--- config.mk ---
export PLATFORM = sky130hd
export DESIGN_NAME = wrsw_rmon_evq
export DESIGN_NICKNAME = d
export VERILOG_FILES = /design/src/rtl/wrsw_rmon_evq.sv
export SDC_FILE = /design/constraint.sdc
export NUM_CORES = 1
export LEC_CHECK = 0
export ABC_AREA = 0
export ABC_CLOCK_PERIOD_IN_PS = 10700
export CORE_MARGIN = 2
export CORE_UTILIZATION = 35
export CTS_BUF_LIST = sky130_fd_sc_hd__clkbuf_8
export CTS_CLUSTER_SIZE = 14
export DETAILED_ROUTE_END_ITERATION = 16
export PLACE_DENSITY = 0.55
export SLEW_MARGIN = 20
export SYNTH_ARGS = -nofsm -noshare
export SYNTH_HDL_FRONTEND = slang
export SYNTH_SLANG_ARGS = --single-unit
--- constraint.sdc ---
create_clock -name clk_i -period 10.7 [get_ports clk_i]
set_clock_uncertainty 0.15 [all_clocks]
set_input_delay 2.14 -clock clk_i [delete_from_list [all_inputs] [get_ports clk_i]]
set_output_delay 2.14 -clock clk_i [all_outputs]
set_load 0.1 [all_outputs]
--- src/rtl/wrsw_rmon_evq.sv ---
// wrsw_rmon_evq: collects per-line event pulses into saturating pending counts and serialises them as (index, increment) records
module wrsw_rmon_evq #(
  parameter int g_nevents    = 64,
  parameter int g_pend_width = 3,
  parameter int g_idx_width  = 6
) (
  input  logic                    clk_i,
  input  logic                    rst_i,
  input  logic [g_nevents-1:0]    events_i,
  output logic                    ev_valid_o,
  input  logic                    ev_ready_i,
  output logic [g_idx_width-1:0]  ev_idx_o,
  output logic [g_pend_width-1:0] ev_inc_o,
  output logic [g_nevents-1:0]    ovf_o,
  input  logic                    ovf_clr_i
);

  localparam logic [g_pend_width-1:0] PMAX = '1;

  logic [g_pend_width-1:0] pend_q [g_nevents];
  logic [g_pend_width-1:0] pend_d [g_nevents];
  logic [g_pend_width-1:0] base   [g_nevents];
  logic [g_nevents-1:0]    cand, sat, ovf_q, ovf_d;
  logic [g_idx_width-1:0]  rr_q, rr_d, idx_q, idx_d, gnt_idx;
  logic [g_pend_width-1:0] inc_q, inc_d;
  logic                    valid_q, valid_d, gnt_any, load, grant;

  assign ev_valid_o = valid_q;
  assign ev_idx_o   = idx_q;
  assign ev_inc_o   = inc_q;
  assign ovf_o      = ovf_q;
  assign load       = !valid_q || ev_ready_i;
  assign grant      = load && gnt_any;

  // round-robin search from rr+1; scanning farthest-first lets the nearest candidate win
  always_comb begin
    gnt_any = 1'b0;
    gnt_idx = '0;
    for (int i = 0; i < g_nevents; i++) cand[i] = pend_q[i] != '0;
    for (int k = g_nevents; k >= 1; k--) begin
      if (cand[g_idx_width'((int'(rr_q) + k) % g_nevents)]) begin
        gnt_any = 1'b1;
        gnt_idx = g_idx_width'((int'(rr_q) + k) % g_nevents);
      end
    end
  end

  // pending counters restart from zero when drained, then absorb this cycle's pulse with saturation
  always_comb begin
    for (int i = 0; i < g_nevents; i++) begin
      base[i]   = (grant && gnt_idx == g_idx_width'(i)) ? '0 : pend_q[i];
      sat[i]    = events_i[i] && base[i] == PMAX;
      pend_d[i] = base[i] + g_pend_width'(events_i[i] && !sat[i]);
      ovf_d[i]  = (ovf_q[i] && !ovf_clr_i) || sat[i];
    end
  end

  // output record register: reloads whenever empty or accepted, otherwise holds
  always_comb begin
    valid_d = load ? gnt_any : valid_q;
    idx_d   = grant ? gnt_idx : idx_q;
    inc_d   = grant ? pend_q[gnt_idx] : inc_q;
    rr_d    = grant ? gnt_idx : rr_q;
  end

  // state registers; rr starts at the last line so line 0 is searched first
  always_ff @(posedge clk_i or posedge rst_i) begin
    if (rst_i) begin
      for (int i = 0; i < g_nevents; i++) pend_q[i] <= '0;
      ovf_q   <= '0;
      valid_q <= 1'b0;
      idx_q   <= '0;
      inc_q   <= '0;
      rr_q    <= g_idx_width'(g_nevents - 1);
    end else begin
      pend_q  <= pend_d;
      ovf_q   <= ovf_d;
      valid_q <= valid_d;
      idx_q   <= idx_d;
      inc_q   <= inc_d;
      rr_q    <= rr_d;
    end
  end

endmodule

# [Yosys cells after proc, flatten, opt, wreduce, memory -nomap -nowiden]
# Cells that the tools add are included.
[totals] inputBits=68 register_bits=272 output_inout_bits=74 wordCells=1230
[op_classes] reduce_logical=453 order_cmp=65 muxes=387 bitwise_logic=1 add_sub_neg=128 n_eq_ne=127
[ops] cell="less-than comparator 6 x 8 -> 1 bit, second input constant" n=64
[ops] cell="binary-select mux 1 bit (select 6 bit)" n=64
[ops] cell="two-way mux 6 bit" n=64
[ops] cell="logical AND 1 bit" n=257
[ops] cell="two-way mux 3 bit" n=66
[ops] cell="adder 3 x 1 -> 3 bit" n=64
[ops] cell="adder 6 bit, second input constant" n=32
[ops] cell="== test 3 bit, second input constant" n=64
[ops] cell="== test 6 bit, second input constant" n=32
[ops] cell="two-way mux 1 bit" n=192
[ops] cell="nonzero test 3 bit" n=64
[ops] cell="adder 6 x 5 -> 6 bit, second input constant" n=16
[ops] cell="== test 6 x 5 -> 1 bit, second input constant" n=16
[ops] cell="zero test 1 bit" n=66
[ops] cell="logical OR 1 bit" n=65
[ops] cell="adder 6 x 4 -> 6 bit, second input constant" n=8
[ops] cell="== test 6 x 4 -> 1 bit, second input constant" n=8
[ops] cell="adder 6 x 3 -> 6 bit, second input constant" n=4
[ops] cell="== test 6 x 3 -> 1 bit, second input constant" n=4
[ops] cell="binary-select mux 3 bit (select 6 bit)" n=1
[ops] cell="adder 6 x 1 -> 6 bit, second input constant" n=2
[ops] cell="adder 6 x 2 -> 6 bit, second input constant" n=2
[ops] cell="== test 6 x 2 -> 1 bit, second input constant" n=2
[ops] cell="greater-or-equal comparator 7 bit, second input constant" n=1
[ops] cell="other kinds (3)" n=3

# [Depth between registers and ports, before layout]
# Gate-level depths: netlist of the first run.
[logic_depth] ltp_word=76 ltp_mapped=37 mapped_depth_nobuf=22

# [Worst setup path before layout of the first run]
# OpenSTA, ideal clock, no wires.
[synth_path] kind="register -> register" from="register rr_q[2]" to="register pend_q[59] in the netlist's numbering" synth_period_minus_slack_ns=7.412 arrival_ns=7.140 stages_incl_launch_ff=29 setup_time_ns=0.123 required_time_ns=10.427 setup_slack_ns=3.288 cell_sequence="dfstp_2 -> buf_4 -> inv_1 -> clkbuf_1 -> clkbuf_1 -> clkbuf_1 -> clkbuf_1 -> ha_1 -> buf_2 -> xor2_1 -> mux4_2 -> mux4_2 -> mux2i_1 -> a211oi_1 -> o31a_1 -> or4b_1 -> a211oi_1 -> o211ai_1 -> nand4_1 -> and2_1 -> buf_2 -> buf_2 -> nand2_1 -> nor2_1 -> nand2_1 -> and2_1 -> ha_1 -> ha_1 -> xnor2_1"
[synth_rtl] item="start: declaration" line="24" source="logic [g_idx_width-1:0] rr_q, rr_d, idx_q, idx_d, gnt_idx;"
[synth_rtl] item="start signal: assignment" line="74" source="rr_q <= g_idx_width'(g_nevents - 1);"
[synth_rtl] item="start signal: assignment" line="81" source="rr_q <= rr_d;"
[synth_rtl] item="end signal: assignment" line="76" source="pend_q <= pend_d;"
[synth_rtl] item="end: declaration" line="20" source="logic [g_pend_width-1:0] pend_q [g_nevents];"

==> results of run 1 <==
## per-layer routing
metal	up-vias	GRT usage
met3	659	0.0907
met5	-	0
met4	6	0.255
met2	2444	0.520
li1	14500	-
met1	16700	0.455
## final cells by class
class                      count  area, um2
antenna                        5       12.5
sequential                   272       6820
multi-input combinational   2971      22700
inverter                     158        603
fill                        9109      52400
timing repair buffer         373       3200
clock inverter                22        136
tap                         1165       1460
clock buffer                  55        757
## worst min-delay path by stage
stage,from,to,slack (ps),depth (start not counted)
finish,ev_idx_o[3],ev_idx_o[3],340,2
global route,ev_idx_o[3],ev_idx_o[3],360,2
CTS,ev_idx_o[3],ev_idx_o[3],350,2
detailed placement,ev_idx_o[3],ev_idx_o[3],340,2
global placement,ev_idx_o[3],ev_idx_o[3],320,2
floorplan,pend_q[14],pend_q[14],410,2
## cells in the final DEF, fill, tap and decap left out, drive strengths merged, types with 15 or more instances in the layout
cell type,netlist,routed
a2111oi,93,93
a211oi,78,78
a21o,39,39
a21oi,156,156
a22o,23,23
a22oi,39,39
a31oi,21,21
and2,214,214
and3,24,24
buf,121,232
clkbuf,102,56
clkdlybuf4s50,0,140
dfrtp,266,266
ha,145,145
inv,155,168
mux2,52,52
mux2i,158,158
mux4,132,132
nand2,299,299
nand2b,17,17
nand3,73,73
nand4,95,95
nor2,191,191
nor3,155,155
nor4,161,161
nor4b,17,17
o2111ai,22,22
o211ai,43,43
o21a,15,15
o21ai,118,118
o221ai,15,15
o22ai,97,97
or2,21,21
or3,82,82
or4,26,26
xnor2,149,149
## cells by family (layout without fill, tap and decap cells)
| logic type | Yosys count | after routing |
|---|---|---|
| AOI/OAI and AO/OA | 915 | 915 |
| xor gates and xnor gates | 157 | 157 |
| adders and majority gates | 145 | 145 |
| buffers and inverters | 381 | 608 |
| DFF | 272 | 272 |
| muxes | 342 | 342 |
| other | 0 | 5 |
| and+or+nand+nor | 1412 | 1412 |
## sequential cells by signal, summed over array words and instances (netlist names)
register    flops
ev_valid_o      1
ovf_o          64
ev_idx_o        6
ev_inc_o        3
pend_q        192
rr_q            6
## cells in the mapped netlist (23+ instances only)
cell type | number | area (um2)
a2111oi_0 | 90 | 788
a211oi_1 | 77 | 578
a21o_1 | 39 | 293
a21oi_1 | 152 | 761
a22o_1 | 23 | 201
a22oi_1 | 39 | 293
and2_1 | 212 | 1330
and3_1 | 24 | 150
buf_2 | 79 | 395
clkbuf_1 | 102 | 383
dfrtp_1 | 266 | 6660
ha_1 | 145 | 1810
inv_1 | 150 | 563
mux2_2 | 49 | 552
mux2i_1 | 157 | 1570
mux4_2 | 132 | 2970
nand2_1 | 298 | 1120
nand3_1 | 73 | 365
nand4_1 | 95 | 594
nor2_1 | 191 | 717
nor3_1 | 153 | 766
nor4_1 | 147 | 920
o211ai_1 | 43 | 323
o21ai_0 | 111 | 556
o22ai_1 | 97 | 607
or3_1 | 82 | 513
or4_1 | 25 | 188
xnor2_1 | 148 | 1300
## through the flow
stage                     instance area, um2  setup WS (ps)  hold slack, ps  std cells  utilization
final                                  35700           1370             337       5021        0.405
after global routing                   35700           1160             358       5017        0.405
after detailed placement               34700           1770             337       4938        0.394
after CTS                              35600           1750             352       5015        0.404
after floorplan                        31000            925             406       3624            -
after global placement                 34700           1720             318       4938        0.394
## worst max-delay path: stages, from the launching register on
cell and delay, ps:
dfstp_4 570, clkinv_2 110, buf_4 390, ha_1 680, a21boi_1 960, xnor2_1 450, nor3_1 560, a22oi_1 220
and3_1 460, nor2_1 820, o21ai_0 270, nor4_1 620, nand4_1 190, nor4_1 280, and3_1 440, a21oi_4 210
nand2b_1 300, nor2_2 50, buf_4 210, nand2_1 340, nand4_1 180, and2_1 210, ha_1 180, ha_1 190
xnor2_1 120
==> results, run 1 <==
- The flow ran to the end, and the final reports show no timing, DRC or antenna violations.
- The total vias in the final route is ~34000.
- The tree is rooted in a clkbuf_8.
- Measured in cells, the most critical reg-to-reg path has a length of 24.
- Among all flip-flop cells after synthesis, the most frequent one is dfrtp_1.
- The kind of start point of the critical path is a flip-flop.
- The mean number of vias per cell is approximately 6.8.
- The complex-gate fraction of the synthesized area is 0.210.
- During I/O placement, the number of pins put on the boundary was 142.
- In this run the cell area of the synthesized design comes to 31000 um2.
- The simple logic cell fraction of the synthesized area is 0.245.
- The wire length of the first global-routing pass is 236 mm.
- Setup violations remaining at the end of the flow were counted as 0.
- The startpoint identified for the worst register-to-register timing path is rr_q[1].
- The number of synthesized flops with an enable pin is 0.
- Synthesis produced 3624 cells.
- The final hold violation count is 0.
- The final routed wire length divided by cell count is between 30 and 40 um.
- Synthesis produced a netlist with a net count of 3837.
- The kind of end point of the critical path is a flip-flop.
- Setup repair after global routing left no endpoint under its margin.
- After layout, the minimum clock period comes to 9330 ps.
- In the global route stage, overall resource usage came out at 0.356.
- The worst register-to-register path ends at pend_q[155].
- The endpoint arrival time on the critical path is 9700 ps.
- The met3 routed wirelength is 18.5 mm.
- The parity-gate share of the synthesized area counting xor and xnor cells is 0.0446.
- After clock tree synthesis, the repair step resized 0 gates.
- The count of warnings emitted by yosys is 0.
- The initial cell density of the core is 0.352.
- Dividing the final minimum period by the clock period gives 0.872.
- The total number of placement rows is 109.
- The weighted congestion reported at the end of routability-driven placement is 1.13.
- By area, the combinational part of the netlist is dominated by simple AND/OR/NAND/NOR gates.
- The final layout contains 4032 nets.
- After clock tree synthesis, the clock-pin slew on the worst setup and hold paths is 70 ps.
- The total overflow left after global routing is 0.
- From synthesis to final layout, the design area changed by 15.1%.
- The critical path starts at rr_q[1].
- The via count of the first global-routing pass was 32100.
- The worst setup path is of the flip-flop to flip-flop kind.
- The initial antenna violation count came to 7.
- The largest net degree at the start of global routing is around 170.
- After routing, the total negative slack on setup checks comes to 0 ps.
- The die is 302 um tall.
- At the pin with the least slew margin, the transition time is between 1000 and 1500 ps.
- The detailed router used layers up to and including met5.
- The maximum level of the CTS H-tree is 2.
- The clock tree buffer depth is 3.
- The wire length on met1 is 63.6 mm.
- The most critical setup path has its endpoint at pend_q[155].
- The mean instance size in the synthesized netlist is 8.56 um2.
- The worst path required time is 11070 ps.
- The DRC violation total after the first TritonRoute iteration is a little under 5000.
- The post-synthesis async set-or-reset flop share is 1.00.
- The largest fanout on the critical path is 21.
- Counting every sink on the clock net gives around 270.
- After clock tree synthesis, the setup repair step added 0 buffers.
- Of the post-synthesis cell area, the part taken by muxes is 0.166.
- The path class of the tightest hold or removal check is flip-flop to flip-flop.
- The detailed-route wire length is approximately 170 mm.
- Buffers placed on the I/O ports in this run total 141.
- Of the total synthesized cell area, the portion taken by full adders, half adders and majority gates is 0.0585.
- The tool flagged a number of max-cap violations equal to 0.
- The synthesized design contains 272 register bits.
- The final antenna-violating net count is 0.
- The netlist uses 107 different library cells.
- The total area inside the core boundary comes to 88100 um2.
- In this run, post-CTS hold repair placed 0 buffers.
- The final-report max-slew violation count came to 0.
- Wire segments on met2 add up to 68.4 mm in the final route.
- In the routed design, unresolved DRC markers number 0.
- The number of clock buffers added by TritonCTS is between 40 and 50.
- The reg2reg setup slack is 1370 ps.
- Measured against its own limit, the worst slew margin works out to 0.174.
- Timing would allow up to between 100 and 150 MHz.
- The half-perimeter wire length after detailed placement is approximately 130 mm.
- Of the cells placed in the final design, the portion with a size suffix greater than 1 is 0.149.
- In this run the horizontal extent of the chip is 302 um.
- The overall die area is 91000 um2.
- The share of synthesized area occupied by flip-flops and latches is 0.220.
- The TritonCTS clock tree is done.
- The source-to-sink clock delay at the later pin of the worst-skew pair is about 660 ps.
- The pre-antenna-repair detailed-routing pass consisted of 9 iterations.
Power of run 1 is left out: the tool's default activity adds up to more than one toggle a clock period on the data nets, which glitch-free logic cannot reach.
==> inputs of run 2 (changes only) <==
MAX_ROUTING_LAYER = met4   (was not set)
==> results, run 2 (synthesis results as in run 1) <==
- Using the TritonRoute via totals, the vias-per-cell ratio works out to 6.79.
- The clock drives 272 sinks.
- The maximum achievable frequency is between 100 and 150 MHz.
- The kind of start point of the critical path is a flip-flop.
- The length in cells of the worst reg-to-reg path is 25.
- The storage element area is about 7000 um2.
- The start point of the critical path is rr_q[1].
- The final total negative setup slack is 0 ps.
- After clock tree synthesis, the clock-pin slew on the worst setup and hold paths is 70 ps.
- The final antenna-violating net count is 0.
- The origin of the worst min-delay path is ev_idx_o[5].
- The final hold violation count is 0.
- The TritonCTS clock tree is done.
- The total of endpoints with negative setup slack in the final report is 0.
- The capturing point of the worst reg2reg path is pend_q[53].
- Entering global routing, the biggest net connects between 150 and 200 pins.
- After the first detailed-routing iteration, the DRC count stood at roughly 5000.
- The register with the most flip-flops in the layout has approximately 190 of them.
- The die is 302 um wide.
- The shortest period the worst path allows is 9750 ps.
- The worst pin sits at a relative slew slack of 0.127.
- STA classifies the critical path endpoint as a flip-flop.
- Measured along the y axis, the die boundary spans 302 um.
- In this run the count of I/O pins placed on the die edge is 142.
- For this configuration, the core starts out at a cell density of 0.352.
- The largest fanout on the critical path is 33.
- For this design, the CTS-stage hold fixing added 0 buffers.
- Once the clock tree was built, the resizer swapped 0 gates to a different size.
- The clock tree root driver cell is clkbuf_8.
- The reg2reg setup slack is 950 ps.
- Leaving out fill and tap cells, the most frequent cell in the layout is nand2_1.
- The global-route total usage across every layer is 0.382.
- The first global-routing pass estimated roughly 240 mm of wire.
- The half-perimeter wire length after detailed placement is between 100 and 150 mm.
- The count of buffers from port buffering is around 140.
- The total of fill cells in the finished design is 9123.
- Setup repair after global routing left no endpoint under its margin.
- At the pin with the least slew margin, the transition time is 1300 ps.
- The net total in the final layout is 4081.
- The worst reg2reg path startpoint is rr_q[1].
- The endpoint arrival time on the critical path is 10090 ps.
- The first-pass iteration count of the detailed router is 9.
- The via count of the first global-routing pass is 32200.
- The worst setup path is of the flip-flop to flip-flop kind.
- The termination of the worst setup path is pend_q[53].
- Dividing the final minimum period by the clock period gives 0.911.
- The initialized floorplan defines 109 standard-cell rows.
- The number of buffers inserted to repair setup after CTS is 0.
- The number of clock buffers added by TritonCTS is 44.
- The multi-input combinational cells in the finished layout cover a total of 22700 um2.
- The initial antenna violation count is 5.
- Counting along the longest clock path gives a buffer depth of 3.
- Dividing the detail-routed wire length by the instance count gives 34.0 um.
- The max-cap violation count is 0.
- In this run the number of H-tree levels came out at 2.
- More flip-flops sit in one register than any other, and that register is pend_q.
- The final route contains 34500 vias.
- The flow ran to the end, and the final reports show no timing, DRC or antenna violations.
- The die covers ~91000 um2.
- The worst path required time is 11040 ps.
- The core region is 88100 um2.
- The final-report max-slew violation count is 0.
- The weighted congestion reported at the end of routability-driven placement is 1.15.
- In the layout the commonest cells are 298 x nand2_1, 273 x buf_4, 266 x dfrtp_1.
- The detailed-route wire length is 172 mm.
- For the worst-skew pair, the clock arrives at the later sink with an insertion delay of 610 ps.
- The worst hold path belongs to the class flip-flop to flip-flop.
- The leftover overflow at the end of global routing is 0.
- The proportion of layout cells with a drive suffix above 1 is 0.161.
- The signed area change from the synthesized netlist to the final layout is 16.5%.
- In the routed design, unresolved DRC markers number 0.
[run 2: cell types whose count changed in the layout (fill, tap and decap cells not counted), moves of 2 or more]
cell	before	now
buf_12	4	7
buf_4	227	273
clkbuf_8	55	60
inv_1	161	159
[run 2: critical path, cell delays in order, from the launching register on]
cell and delay [ps]:
dfstp_4 840, clkinv_2 530, ha_1 690, xnor2_2 880
buf_4 470, a2111oi_0 140, nor4_2 1080, a22oi_1 320
nand3_1 350, nand2_1 290, a21oi_1 360, o2111ai_1 240
a21oi_1 490, nand4_1 410, a21oi_1 250, buf_4 250
nor2_2 100, nand2_1 410, nor2_1 200, buf_4 220
nand2_1 120, nand4_1 170, and2_1 220, ha_1 180
ha_1 190, xnor2_1 120
[run 2: through the flow]
stage,instance area [um2],std cells,util,hold WS [ps],worst slack [ps]
after floorplan,31000,3624,-,406,925
after global placement,35100,4987,0.399,329,1340
after detailed placement,35100,4987,0.399,335,1640
after CTS,36100,5066,0.410,347,1610
after global routing,36100,5071,0.410,369,1120
final,36100,5072,0.410,340,947
[run 2: worst min path at each step]
| stage | depth (start not counted) | to | slack [ps] |
|---|---|---|---|
| floorplan | 2 | pend_q[14] | 410 |
| global placement | 1 | ev_idx_o[5] | 330 |
| detailed placement | 1 | ev_idx_o[5] | 340 |
| CTS | 1 | ev_idx_o[5] | 350 |
| global route | 1 | ev_idx_o[5] | 370 |
| finish | 1 | ev_idx_o[5] | 340 |
[run 2: cell type report]
type / count / area share
antenna: 6 / 0.000416
timing repair buffer: 421 / 0.0995
sequential: 272 / 0.189
inverter: 158 / 0.0167
clock buffer: 60 / 0.0229
multi-input combinational: 2971 / 0.628
tap: 1165 / 0.0403
clock inverter: 19 / 0.00350
[run 2: layer usage]
layer	vias up	part of all wire	GRT usage
met1	16800	0.38	0.468
li1	14600	-	-
met2	2387	0.42	0.556
met3	665	0.10	0.0761
met4	0	0.093	0.280
met5	-	0	-
Power of run 2 is left out for the same reason.
